<file path="src/rtl/pc_seq_pkg.sv">
// Shared definitions for the program-counter sequencer: pc_op encodings,
// FSM state type, compare-result constants and a saturating counter helper.
package pc_seq_pkg;

  // Branch resolution opcodes from the execute stage
  localparam logic [1:0] PC_OP_NONE = 2'b00;
  localparam logic [1:0] PC_OP_JMP  = 2'b01;
  localparam logic [1:0] PC_OP_JZ   = 2'b10;
  localparam logic [1:0] PC_OP_JNZ  = 2'b11;

  // Compare results the ALU produces for a true / false condition
  localparam logic [7:0] CMP_TRUE  = 8'd1;
  localparam logic [7:0] CMP_FALSE = 8'd0;

  typedef enum logic [1:0] {
    IDLE    = 2'd0,
    FETCH   = 2'd1,
    ISSUE   = 2'd2,
    RESOLVE = 2'd3
  } pc_seq_state_e;

  // 16-bit increment that sticks at all-ones instead of wrapping
  function automatic logic [15:0] sat_inc16(input logic [15:0] v);
    return (v == 16'hFFFF) ? v : v + 16'd1;
  endfunction

endpackage

</file>
<file path="src/rtl/pc_sequencer_branch_decide.sv">
// branch_decide: purely combinational jump decision from pc_op and the
// ALU compare result. jz/jnz only treat the exact values 1 and 0 as
// true/false; any other compare value leaves the branch not taken.
module branch_decide
  import pc_seq_pkg::*;
(
  input  logic [1:0] pc_op,
  input  logic [7:0] cmp_res,
  output logic       taken
);

  // Decode the opcode and qualify conditional jumps by the compare result
  always_comb begin
    taken = 1'b0;
    unique case (pc_op)
      PC_OP_NONE: taken = 1'b0;
      PC_OP_JMP:  taken = 1'b1;
      PC_OP_JZ:   taken = (cmp_res == CMP_TRUE);
      PC_OP_JNZ:  taken = (cmp_res == CMP_FALSE);
      default:    taken = 1'b0;
    endcase
  end

endmodule

</file>
<file path="src/rtl/pc_sequencer.sv">
// pc_sequencer: multicycle fetch / issue / resolve program-counter sequencer.
// Optional statistics counters (instr_cnt, taken_cnt) are built only when
// the macro PC_SEQ_STATS_EN is defined.
//
// Handshakes: every channel transfers only on a clock edge where both its
// valid and ready are high (imem_req/imem_ack, instr_valid/instr_ready,
// br_valid/br_ready). Valid sides hold their payload until the transfer;
// an ack or valid presented while the FSM is in another state is ignored.
module pc_sequencer
  import pc_seq_pkg::*;
#(
  parameter int                ADDR_W   = 8,
  parameter int                INSTR_W  = 16,
  parameter logic [ADDR_W-1:0] RESET_PC = '0
) (
  input  logic               clk,
  input  logic               rst_n,
  input  logic               run_en,
  output logic               imem_req,
  output logic [ADDR_W-1:0]  imem_addr,
  input  logic               imem_ack,
  input  logic [INSTR_W-1:0] imem_data,
  output logic               instr_valid,
  input  logic               instr_ready,
  output logic [INSTR_W-1:0] instr_out,
  input  logic               br_valid,
  output logic               br_ready,
  input  logic [1:0]         pc_op,
  input  logic [7:0]         cmp_res,
  input  logic [ADDR_W-1:0]  jmp_target,
  output logic [ADDR_W-1:0]  pc,
  output logic               taken,
`ifdef PC_SEQ_STATS_EN
  output logic [15:0]        instr_cnt,
  output logic [15:0]        taken_cnt,
`endif
  output pc_seq_state_e      state_dbg
);

  pc_seq_state_e      state_q, state_d;
  logic [ADDR_W-1:0]  pc_q;
  logic [INSTR_W-1:0] instr_q;
  logic               taken_q;
  logic               br_taken;
  logic               fetch_done;
  logic               issue_done;
  logic               br_fire;

  branch_decide u_branch_decide (
    .pc_op   (pc_op),
    .cmp_res (cmp_res),
    .taken   (br_taken)
  );

  // Channel transfer qualifiers, each gated by the state that owns it
  assign fetch_done = (state_q == FETCH)   && imem_ack;
  assign issue_done = (state_q == ISSUE)   && instr_ready;
  assign br_fire    = (state_q == RESOLVE) && br_valid;

  // State register
  always_ff @(posedge clk or negedge rst_n) begin
    if (!rst_n) begin
      state_q <= IDLE;
    end else begin
      state_q <= state_d;
    end
  end

  // Next-state logic: one state per pipeline phase of an instruction
  always_comb begin
    state_d = state_q;
    unique case (state_q)
      IDLE:    if (run_en)     state_d = FETCH;
      FETCH:   if (fetch_done) state_d = ISSUE;
      ISSUE:   if (issue_done) state_d = RESOLVE;
      RESOLVE: if (br_fire)    state_d = run_en ? FETCH : IDLE;
      default:                 state_d = IDLE;
    endcase
  end

  // Datapath: capture fetched word, advance or redirect pc, flag taken jumps
  always_ff @(posedge clk or negedge rst_n) begin
    if (!rst_n) begin
      pc_q    <= RESET_PC;
      instr_q <= '0;
      taken_q <= 1'b0;
    end else begin
      taken_q <= br_fire && br_taken;
      if (fetch_done) begin
        instr_q <= imem_data;
      end
      if (br_fire) begin
        pc_q <= br_taken ? jmp_target : pc_q + ADDR_W'(1);
      end
    end
  end

`ifdef PC_SEQ_STATS_EN
  logic [15:0] instr_cnt_q;
  logic [15:0] taken_cnt_q;

  // Saturating counts of resolved instructions and taken jumps
  always_ff @(posedge clk or negedge rst_n) begin
    if (!rst_n) begin
      instr_cnt_q <= 16'd0;
      taken_cnt_q <= 16'd0;
    end else begin
      if (br_fire) begin
        instr_cnt_q <= sat_inc16(instr_cnt_q);
      end
      if (br_fire && br_taken) begin
        taken_cnt_q <= sat_inc16(taken_cnt_q);
      end
    end
  end

  assign instr_cnt = instr_cnt_q;
  assign taken_cnt = taken_cnt_q;
`endif

  assign imem_req    = (state_q == FETCH);
  assign imem_addr   = pc_q;
  assign instr_valid = (state_q == ISSUE);
  assign instr_out   = instr_q;
  assign br_ready    = (state_q == RESOLVE);
  assign pc          = pc_q;
  assign taken       = taken_q;
  assign state_dbg   = state_q;

endmodule

</file>
<file path="config.mk">
export PLATFORM = sky130hd
export DESIGN_NAME = pc_sequencer
export DESIGN_NICKNAME = d
export VERILOG_FILES = /design/src/rtl/pc_seq_pkg.sv /design/src/rtl/pc_sequencer_branch_decide.sv /design/src/rtl/pc_sequencer.sv
export SDC_FILE = /design/constraint.sdc
export NUM_CORES = 1
export LEC_CHECK = 0
export CORE_ASPECT_RATIO = 0.8
export CORE_MARGIN = 4
export CORE_UTILIZATION = 25
export DETAILED_ROUTE_END_ITERATION = 10
export GPL_TIMING_DRIVEN = 1
export HOLD_SLACK_MARGIN = 0.02
export SLEW_MARGIN = 25
export SYNTH_ARGS = -nofsm -noshare
export SYNTH_HDL_FRONTEND = slang
export SYNTH_SLANG_ARGS = --single-unit
</file>
<file path="constraint.sdc">
create_clock -name clk -period 1.5 [get_ports clk]
set_input_delay 0.45 -clock clk [delete_from_list [all_inputs] [get_ports clk]]
set_output_delay 0.45 -clock clk [all_outputs]
set_load 0.1 [all_outputs]
</file>
Word-level counts from Yosys, hierarchy flattened
Cells that the tools add are included.

Add/subtract/negate cells: 1. Eq/ne operators: 11. Mux-type cells: 8. Reductions and logical operators: 8.

Operator list (count): $add 8x1->8 const B (1); $eq 2x2->1 const B (4); $eq 8x1->1 const B (1); $logic_not 8->1 (1); $mux 2 (4); $mux 8 (1); $pmux 2 s4 (1); $ne 2x1->1 const B (3); $eq 2x1->1 const B (2); $logic_and 1x1->1 (4); $logic_not 2->1 (2); $pmux 1 s4 (1); $reduce_and 4->1 (1); $ne 2x2->1 const B (1); $mux 1 (1).

Register bits: 27. Logic and storage cells: 32.

Logic depth before layout (Yosys ltp)
Gate-level depths: netlist of the first run.

Depth after elaboration: 4. Gate-level depth with buffers: 6.

Cells and area by module
Synthesis of the first run repeated with hierarchy kept, for this count alone.

Cells, all modules: 126. Area total of the unflattened synthesis: 1388.8 µm².

Modules (own cells, without submodules): pc_sequencer (instances 1, cells an instance 120, area an instance 1346.3 µm²); branch_decide (instances 1, cells an instance 6, area an instance 42.5 µm²).

Worst setup path after synthesis of the first run
Ideal clock, no wire load.

Path type: reg-to-reg. Start: register state_q[1], in the netlist state_dbg[1]. End: register pc_q[6], in the netlist imem_addr[6]. Arrival: 2.918 ns. Buffers on the path: 1. Setup slack: -1.505 ns. Stages on the path, launching flop included: 7. Cell sequence: dfrtp_1 ha_1 nand2_1 clkbuf_1 nor4_1 nand3_1 o211ai_1.

Longest elaborated chain between the ends: 2.

RTL lines: start: declaration (RTL line pc_sequencer.sv:40) `pc_seq_state_e state_q, state_d;`; start signal: assignment (RTL line pc_sequencer.sv:65) `state_q <= state_d;`; $eq 2x2->1; net br_ready (RTL line pc_sequencer.sv:27) `output logic br_ready,`; $logic_and 1x1->1 (RTL line pc_sequencer.sv:58) `assign br_fire = (state_q == RESOLVE) && br_valid;`; end signal: assignment (RTL line pc_sequencer.sv:93) `pc_q <= br_taken ? jmp_target : pc_q + ADDR_W'(1);`; end: declaration (RTL line pc_sequencer.sv:41) `logic [ADDR_W-1:0] pc_q;`.

The timed path passes the listed nets, and every way through them passes these cells. A chain may end at the register's enable or synchronous reset.

Worst setup path in the final report of the first run
Start: register state_q[1], in the netlist state_dbg[1]. End: output br_ready.

Longest elaborated chain between the ends: 1.

RTL lines: $eq 2x2->1 (RTL line pc_sequencer.sv:125) `assign br_ready = (state_q == RESOLVE);`; end: declaration (RTL line pc_sequencer.sv:27).

Every way passes these cells.

==> run summary, run 1 <==
WORST SETUP PATH
----------------------------------------------------------------------------------------
Number of buffer and inverter stages on the critical path                              3
Kind of cell adding the most delay to the critical path                       flip-flops
CP cell instances                                                           buf_12 > ha_4 > buf_12 > buf_12
Critical Path Max Stage Delay                                                     510 ps
Startpoint kind of the worst setup timing path                                 flip-flop
Critical path's slowest cell                                                sky130_fd_sc_hd__dfrtp_4
Critical Setup Path Class                                                        reg2out
Nature of the critical path endpoint                                         output port
Crit path DAT                                                                    1370 ps
Required time at the endpoint of the critical path                               1050 ps
Cell type with the highest occurrence count on the critical path            sky130_fd_sc_hd__buf_12
Max Fanout on Critical Path                                                            4

GLOBAL ROUTING
----------------------------------------------------------------------------------------
Remaining Overflow, GRT                                                                0
Wire length of the first global-routing pass                                     7.81 mm
Total global-route track usage                                                     13.3%
Vias in the first global route                                                      1586
Number of antenna violations at the first check in global routing                      0
Largest net degree at the start of global routing                                     28

FLOW RUN
----------------------------------------------------------------------------------------
Maximum Capacitance Violations                                                         0

SYNTHESIS
----------------------------------------------------------------------------------------
Area fraction of the dominant cell type after synthesis                            44.5%
Post-synth net total                                                                 189
Post-Synth Adder-Cell Area                                                         4.12%
Most frequent cells after synthesis                                         sky130_fd_sc_hd__dfrtp_1 (27), sky130_fd_sc_hd__mux2_2 (16), sky130_fd_sc_hd__nand2_1 (14)
Number of enable flip-flop cells after synthesis                                       0
Syn avg cell area                                                               10.5 um2
Flops & latches, synth                                                                27
Ys async rst share                                                                  100%
Cell type contributing the most total cell area after synthesis             sky130_fd_sc_hd__dfrtp_1
Combinational family with the most area after synthesis                     simple AND/OR/NAND/NOR gates
Synth area leaders                                                          sky130_fd_sc_hd__dfrtp_1 (44%), sky130_fd_sc_hd__mux2_2 (12%), sky130_fd_sc_hd__o211ai_1 (4.4%)
Compound-gate portion of the synthesized area                                      14.6%
Cell with the most instances after synthesis                                sky130_fd_sc_hd__dfrtp_1
Post-synth cell types                                                                 35
Post-synthesis instance area                                                    1520 um2
Yosys warning total                                                                    0
Share of synthesized area occupied by flip-flops and latches                       44.5%
Parity-gate share of the synthesized area counting xor and xnor cells                 0%
Synthesized instance count                                                           144
Mux contribution to synthesized area                                               11.9%
Leading register cell type out of synthesis                                 sky130_fd_sc_hd__dfrtp_1
Area fraction in and, or, nand and nor cells after synthesis                       17.6%

ROUTE
----------------------------------------------------------------------------------------
Post-DR vias/cell                                                                   4.56
Via count                                                                           1564
Wire length per cell                                                             14.4 um
DRT Pass-1 Iters                                                                       4
Drc violations                                                                         0
Violation count after the first detailed-routing iteration                            83
Total wirelength of the detailed-routed design                                   4.95 mm
Detail Route Antenna Nets                                                              0

FLOORPLAN
----------------------------------------------------------------------------------------
Die outline width                                                                95.2 um
Overall die height                                                               77.7 um
Initial cell density of the core                                                   25.7%
# IOs                                                                                 78
Std-Cell Core Area                                                              5910 um2
Die area                                                                        7400 um2
FP Rows                                                                               25

LAYOUT
----------------------------------------------------------------------------------------
Total of fill cells in the finished design                                           474
Layout overhead on the synthesized area                                             126%
Number of diodes                                                                       0
Layout cells sized above 1                                                         51.9%
Multi-input gate area in the final layout                                        948 um2
Post-layout net count                                                                308
Area used by sequential logic in the layout                                      713 um2

PLACE
----------------------------------------------------------------------------------------
Final estimated routing congestion in global placement                             0.764
Worst Setup Slack post-DPL                                                       -705 ps
Number of input and output port buffers inserted                                      77
HPWL after detailed placement                                                    3.52 mm

RUN STATUS
----------------------------------------------------------------------------------------
Violated checks                                                             negative setup slack
Run status                                                                  finished with violations

CTS
----------------------------------------------------------------------------------------
CTS buffer count                                                                       3
Number of sinks handled by clock tree synthesis                                       27
Skew-Pair Late Insertion Delay                                                    270 ps
Clock tree root driver cell                                                 sky130_fd_sc_hd__clkbuf_8
Clk buf depth                                                                          2
CTS clk-pin slew, worst paths                                                      90 ps
Count of hold buffers inserted by post-cts repair                                      0
CTS H-tree depth                                                                       1
TritonCTS clock tree                                                               built

TIMING
----------------------------------------------------------------------------------------
Maximum clock skew at final layout                                               1.12 ps
Actual transition at the worst max-transition pin                                 310 ps
Final-report hold violation count                                                      0
Number of setup violations in the final report                                        39
Max Clk Rate                                                                     551 MHz
Setup repair after global routing missed its margin                                 true
Portion of the clock cycle consumed by the worst path in the final layout           121%
Final slew viol count                                                                  0
Worst slew margin relative to its limit                                            79.3%
Worst-case setup margin in the final layout                                      -315 ps
Final critical path time including I/O delays and setup                          1820 ps

HOLD PATH
----------------------------------------------------------------------------------------
Worst Hold Class                                                                in2async

## what timing repair did
action | 4_1_cts | 5_1_grt
setup endpoints to repair | 44 | 41
hold endpoints to repair | 0 | 0
pin swaps | 11 | 3
setup buffers | 14 | 5
gates cloned | 2 | 0
resized for setup | 49 | 1
## sequential cells by signal, indices dropped and copies added (netlist names)
register / count
taken: 1
state_dbg: 2
imem_addr: 8
instr_out: 16
## logic make-up after synthesis
group | count (synthesis)
buf+inv | 19
simple gates | 48
mux | 16
flops | 27
fa+ha+maj | 5
compound gates | 29
## metrics by stage
stage	cells	instance area (um2)	util, %	setup TNS [ps]	hold WS [ps]
2_1_floorplan	144	1660	-	-5520	154
3_3_place_gp	320	3080	52.1	-9130	553
3_5_place_dp	320	3080	52.1	-10090	562
4_1_cts	338	3390	57.3	-3770	534
5_1_grt	343	3430	58.0	-5420	543
6_report	343	3430	58.0	-3560	535
## final timing paths
path | endpoint | from | cells past startpoint | slack [ps]
max | br_ready | state_dbg[1]$_DFFE_PN0P_ | 4 | -320
min | imem_addr[2]$_DFFE_PN0N_ | rst_n | 2 | 530
max reg2reg | state_dbg[0]$_DFFE_PN0P_ | state_dbg[1]$_DFFE_PN0P_ | 6 | -220
min reg2reg | instr_out[10]$_DFFE_PN0P_ | instr_out[10]$_DFFE_PN0P_ | 1 | 580
max in group asynchronous | state_dbg[1]$_DFFE_PN0P_ | rst_n | 2 | 780
min in group clk | instr_out[10]$_DFFE_PN0P_ | instr_out[10]$_DFFE_PN0P_ | 1 | 580
## per-layer routing
layer	part of all wire, %	track usage (%)	up-vias
li1	-	-	766
met1	43	17.6	748
met2	50	22.3	48
met3	7.0	3.59	2
met4	0.59	1.73	0
met5	0	0	-
## area by class of cell
class | count | area share [%]
Clock buffer | 3 | 1.20
Clock inverter | 1 | 0.146
Multi-Input combinational cell | 100 | 27.7
Sequential cell | 27 | 20.8
Timing Repair Buffer | 126 | 46.5
Inverter | 5 | 0.693
Tap cell | 81 | 2.96
## cell usage in the layout, fill, tap and decap left out, types with 2 or more instances in the layout
master	count
sky130_fd_sc_hd__nand2_1	12
sky130_fd_sc_hd__o211ai_1	9
sky130_fd_sc_hd__nor4_1	2
sky130_fd_sc_hd__buf_8	2
sky130_fd_sc_hd__clkdlybuf4s50_1	30
sky130_fd_sc_hd__dlygate4sd2_1	8
sky130_fd_sc_hd__a31oi_1	2
sky130_fd_sc_hd__buf_6	9
sky130_fd_sc_hd__mux2_4	16
sky130_fd_sc_hd__nand4_1	4
sky130_fd_sc_hd__and2_4	2
sky130_fd_sc_hd__buf_4	35
sky130_fd_sc_hd__a21boi_0	2
sky130_fd_sc_hd__ha_4	3
sky130_fd_sc_hd__ha_1	2
sky130_fd_sc_hd__nand2_8	3
sky130_fd_sc_hd__nor2b_4	2
sky130_fd_sc_hd__nor3_1	2
sky130_fd_sc_hd__o21a_1	3
sky130_fd_sc_hd__nand3_1	6
sky130_fd_sc_hd__dfrtp_4	10
sky130_fd_sc_hd__inv_4	2
sky130_fd_sc_hd__o21ai_0	2
sky130_fd_sc_hd__buf_12	41
sky130_fd_sc_hd__clkbuf_8	3
sky130_fd_sc_hd__inv_1	3
sky130_fd_sc_hd__dfrtp_1	17
sky130_fd_sc_hd__nor2b_1	3
sky130_fd_sc_hd__o21ai_1	2
sky130_fd_sc_hd__nor2_1	4
sky130_fd_sc_hd__a32oi_1	3
Power of run 1 is left out: the tool's default activity adds up to more than one toggle a clock period on the data nets, which glitch-free logic cannot reach.
==> run 2: changes to the inputs <==
--- a/config.mk
+++ b/config.mk
@@ -7,10 +7,11 @@
 export LEC_CHECK = 0
 export CORE_ASPECT_RATIO = 0.8
 export CORE_MARGIN = 4
-export CORE_UTILIZATION = 25
+export CORE_UTILIZATION = 35
 export DETAILED_ROUTE_END_ITERATION = 10
 export GPL_TIMING_DRIVEN = 1
 export HOLD_SLACK_MARGIN = 0.02
+export PLACE_DENSITY = 0.75
 export SLEW_MARGIN = 25
 export SYNTH_ARGS = -nofsm -noshare
 export SYNTH_HDL_FRONTEND = slang
==> run 2 against run 1 <==
  * The flow still finishes with violations (negative setup slack)
  * Design area down 8.1%
  * Sequential share of layout area is 1.8 points higher
  * Critical path depth did not move
  * Critical path type unchanged
  * Die area down 26%
  * Global-route usage grew 5.2 points
  * Non-clock buffer count fell by 16
  * Clock skew increased by 5.4 ps
  * Hold slack worse by 12 ps
  * Wire length rose by 3.3%
  * Cell count down 12%
  * Register-to-register slack improved by 140 ps
  * Fmax up 3.9%
==> run summary, run 2 (synthesized netlist as in run 1, its figures left out) <==
RUN STATUS
----------------------------------------------------------------------------------------
Run status                                                                  finished with violations
Violated checks                                                             negative setup slack

LAYOUT
----------------------------------------------------------------------------------------
Most frequent cells in the layout                                           sky130_fd_sc_hd__buf_12 (39), sky130_fd_sc_hd__clkdlybuf4s50_1 (29), sky130_fd_sc_hd__buf_4 (26)
Number of diodes                                                                       0
Layout overhead on the synthesized area                                             107%
Post-layout net count                                                                290
Layout cells sized above 1                                                         51.6%
Area used by sequential logic in the layout                                      713 um2
Total of fill cells in the finished design                                           258
Multi-input gate area in the final layout                                        873 um2
Max reg flops                                                                         16
Most frequent standard cell in the layout excluding fill and tap cells      sky130_fd_sc_hd__buf_12

PLACE
----------------------------------------------------------------------------------------
HPWL after detailed placement                                                    3.86 mm
Final estimated routing congestion in global placement                             0.832
Number of input and output port buffers inserted                                      77

WORST SETUP PATH
----------------------------------------------------------------------------------------
Kind of cell adding the most delay to the critical path                       flip-flops
Critical Path Max Stage Delay                                                     540 ps
Max Fanout on Critical Path                                                            4
Number of buffer and inverter stages on the critical path                              3
Required time at the endpoint of the critical path                               1050 ps
Crit path DAT                                                                    1300 ps
Critical path's slowest cell                                                sky130_fd_sc_hd__dfrtp_4
Startpoint kind of the worst setup timing path                                 flip-flop
Nature of the critical path endpoint                                         output port
Critical Setup Path Class                                                        reg2out
CP cell instances                                                           inv_4 > buf_6 > ha_4 > buf_12

TIMING
----------------------------------------------------------------------------------------
Actual transition at the worst max-transition pin                                 291 ps
Max Clk Rate                                                                     572 MHz
Total negative slack for setup checks                                           -1010 ps
Portion of the clock cycle consumed by the worst path in the final layout           116%
Final slew viol count                                                                  0
Worst slew margin relative to its limit                                            80.5%
Final critical path time including I/O delays and setup                          1750 ps
Number of setup violations in the final report                                        11
Worst-case setup margin in the final layout                                      -247 ps
Maximum clock skew at final layout                                               6.53 ps
Final-report hold violation count                                                      0
Setup repair after global routing missed its margin                                 true
Final hold slack                                                                  523 ps

FLOORPLAN
----------------------------------------------------------------------------------------
Std-Cell Core Area                                                              4180 um2
Initial cell density of the core                                                   36.4%
Overall die height                                                               66.9 um
Die outline width                                                                81.7 um
FP Rows                                                                               21
Die area                                                                        5460 um2
# IOs                                                                                 78

ROUTE
----------------------------------------------------------------------------------------
Violation count after the first detailed-routing iteration                            84
Drc violations                                                                         0
Detail Route Antenna Nets                                                              0
Wire length per cell                                                             17.0 um
DRT Pass-1 Iters                                                                       4
Via count                                                                           1564
Post-DR vias/cell                                                                   5.20
Total wirelength of the detailed-routed design                                   5.12 mm

GLOBAL ROUTING
----------------------------------------------------------------------------------------
Remaining Overflow, GRT                                                                0
Met3 demand-to-capacity share in global routing                                    3.92%
Wire length of the first global-routing pass                                     7.76 mm
GR Layer Usage met1                                                                23.4%
Most crowded layer after global routing                                             met2
Vias in the first global route                                                      1541
Number of antenna violations at the first check in global routing                      0
Largest net degree at the start of global routing                                     28
GR Layer Usage met2                                                                32.3%
Total global-route track usage                                                     18.5%

CTS
----------------------------------------------------------------------------------------
CTS buffer count                                                                       3
Clk buf depth                                                                          2
Clock tree root driver cell                                                 sky130_fd_sc_hd__clkbuf_8
TritonCTS clock tree                                                               built
CTS clk-pin slew, worst paths                                                     100 ps
Count of hold buffers inserted by post-cts repair                                      0
CTS H-tree depth                                                                       1
Number of sinks handled by clock tree synthesis                                       27
Skew-Pair Late Insertion Delay                                                    280 ps

FLOW RUN
----------------------------------------------------------------------------------------
Maximum Capacitance Violations                                                         0

HOLD PATH
----------------------------------------------------------------------------------------
Worst Hold Class                                                                in2async

==> run 2: area by class of cell <==
| cell class | count | share of cell area [%] |
|---|---|---|
| sequential | 27 | 22.6 |
| clock buffer | 3 | 1.31 |
| multi-input combinational | 98 | 27.7 |
| tap | 57 | 2.26 |
| clock inverter | 1 | 0.238 |
| timing repair buffer | 110 | 45.1 |
| inverter | 5 | 0.755 |
==> run 2: final timing paths <==
path                                               start                  endpoint  slack, ps  cells past startpoint
worst min-delay path                               rst_n  instr_out[6]$_DFFE_PN0P_        520                      2
max in group asynchronous                          rst_n  state_dbg[0]$_DFFE_PN0P_        790                      2
min in group clk                instr_out[9]$_DFFE_PN0P_  instr_out[9]$_DFFE_PN0P_        580                      1
worst max-delay path            state_dbg[0]$_DFFE_PN0P_               instr_valid       -250                      4
worst min register to register  instr_out[9]$_DFFE_PN0P_  instr_out[9]$_DFFE_PN0P_        580                      1
worst max register to register  state_dbg[0]$_DFFE_PN0P_  state_dbg[0]$_DFFE_PN0P_        -80                      5
==> run 2: what timing repair did <==
action,CTS,global route
gates resized for setup,29,15
cloned,1,1
pin swaps,14,10
setup buffers,3,4
endpoints found under the setup margin,20,24
==> run 2: metrics by stage <==
| step | cells | setup WS [ps] | utilization, % | instance area [um2] |
|---|---|---|---|---|
| after floorplan | 144 | -322 | - | 1660 |
| after global placement | 289 | -515 | 71.1 | 2970 |
| after detailed placement | 289 | -575 | 71.1 | 2970 |
| after CTS | 296 | -254 | 73.6 | 3070 |
| after global routing | 301 | -293 | 75.4 | 3150 |
| final | 301 | -247 | 75.4 | 3150 |
==> run 2: layer usage <==
metal	up-vias	part of all wire, %
li1	722	-
met1	768	40
met2	64	54
met3	10	5.1
met4	0	1.7
met5	-	0
Power of run 2 is left out for the same reason.
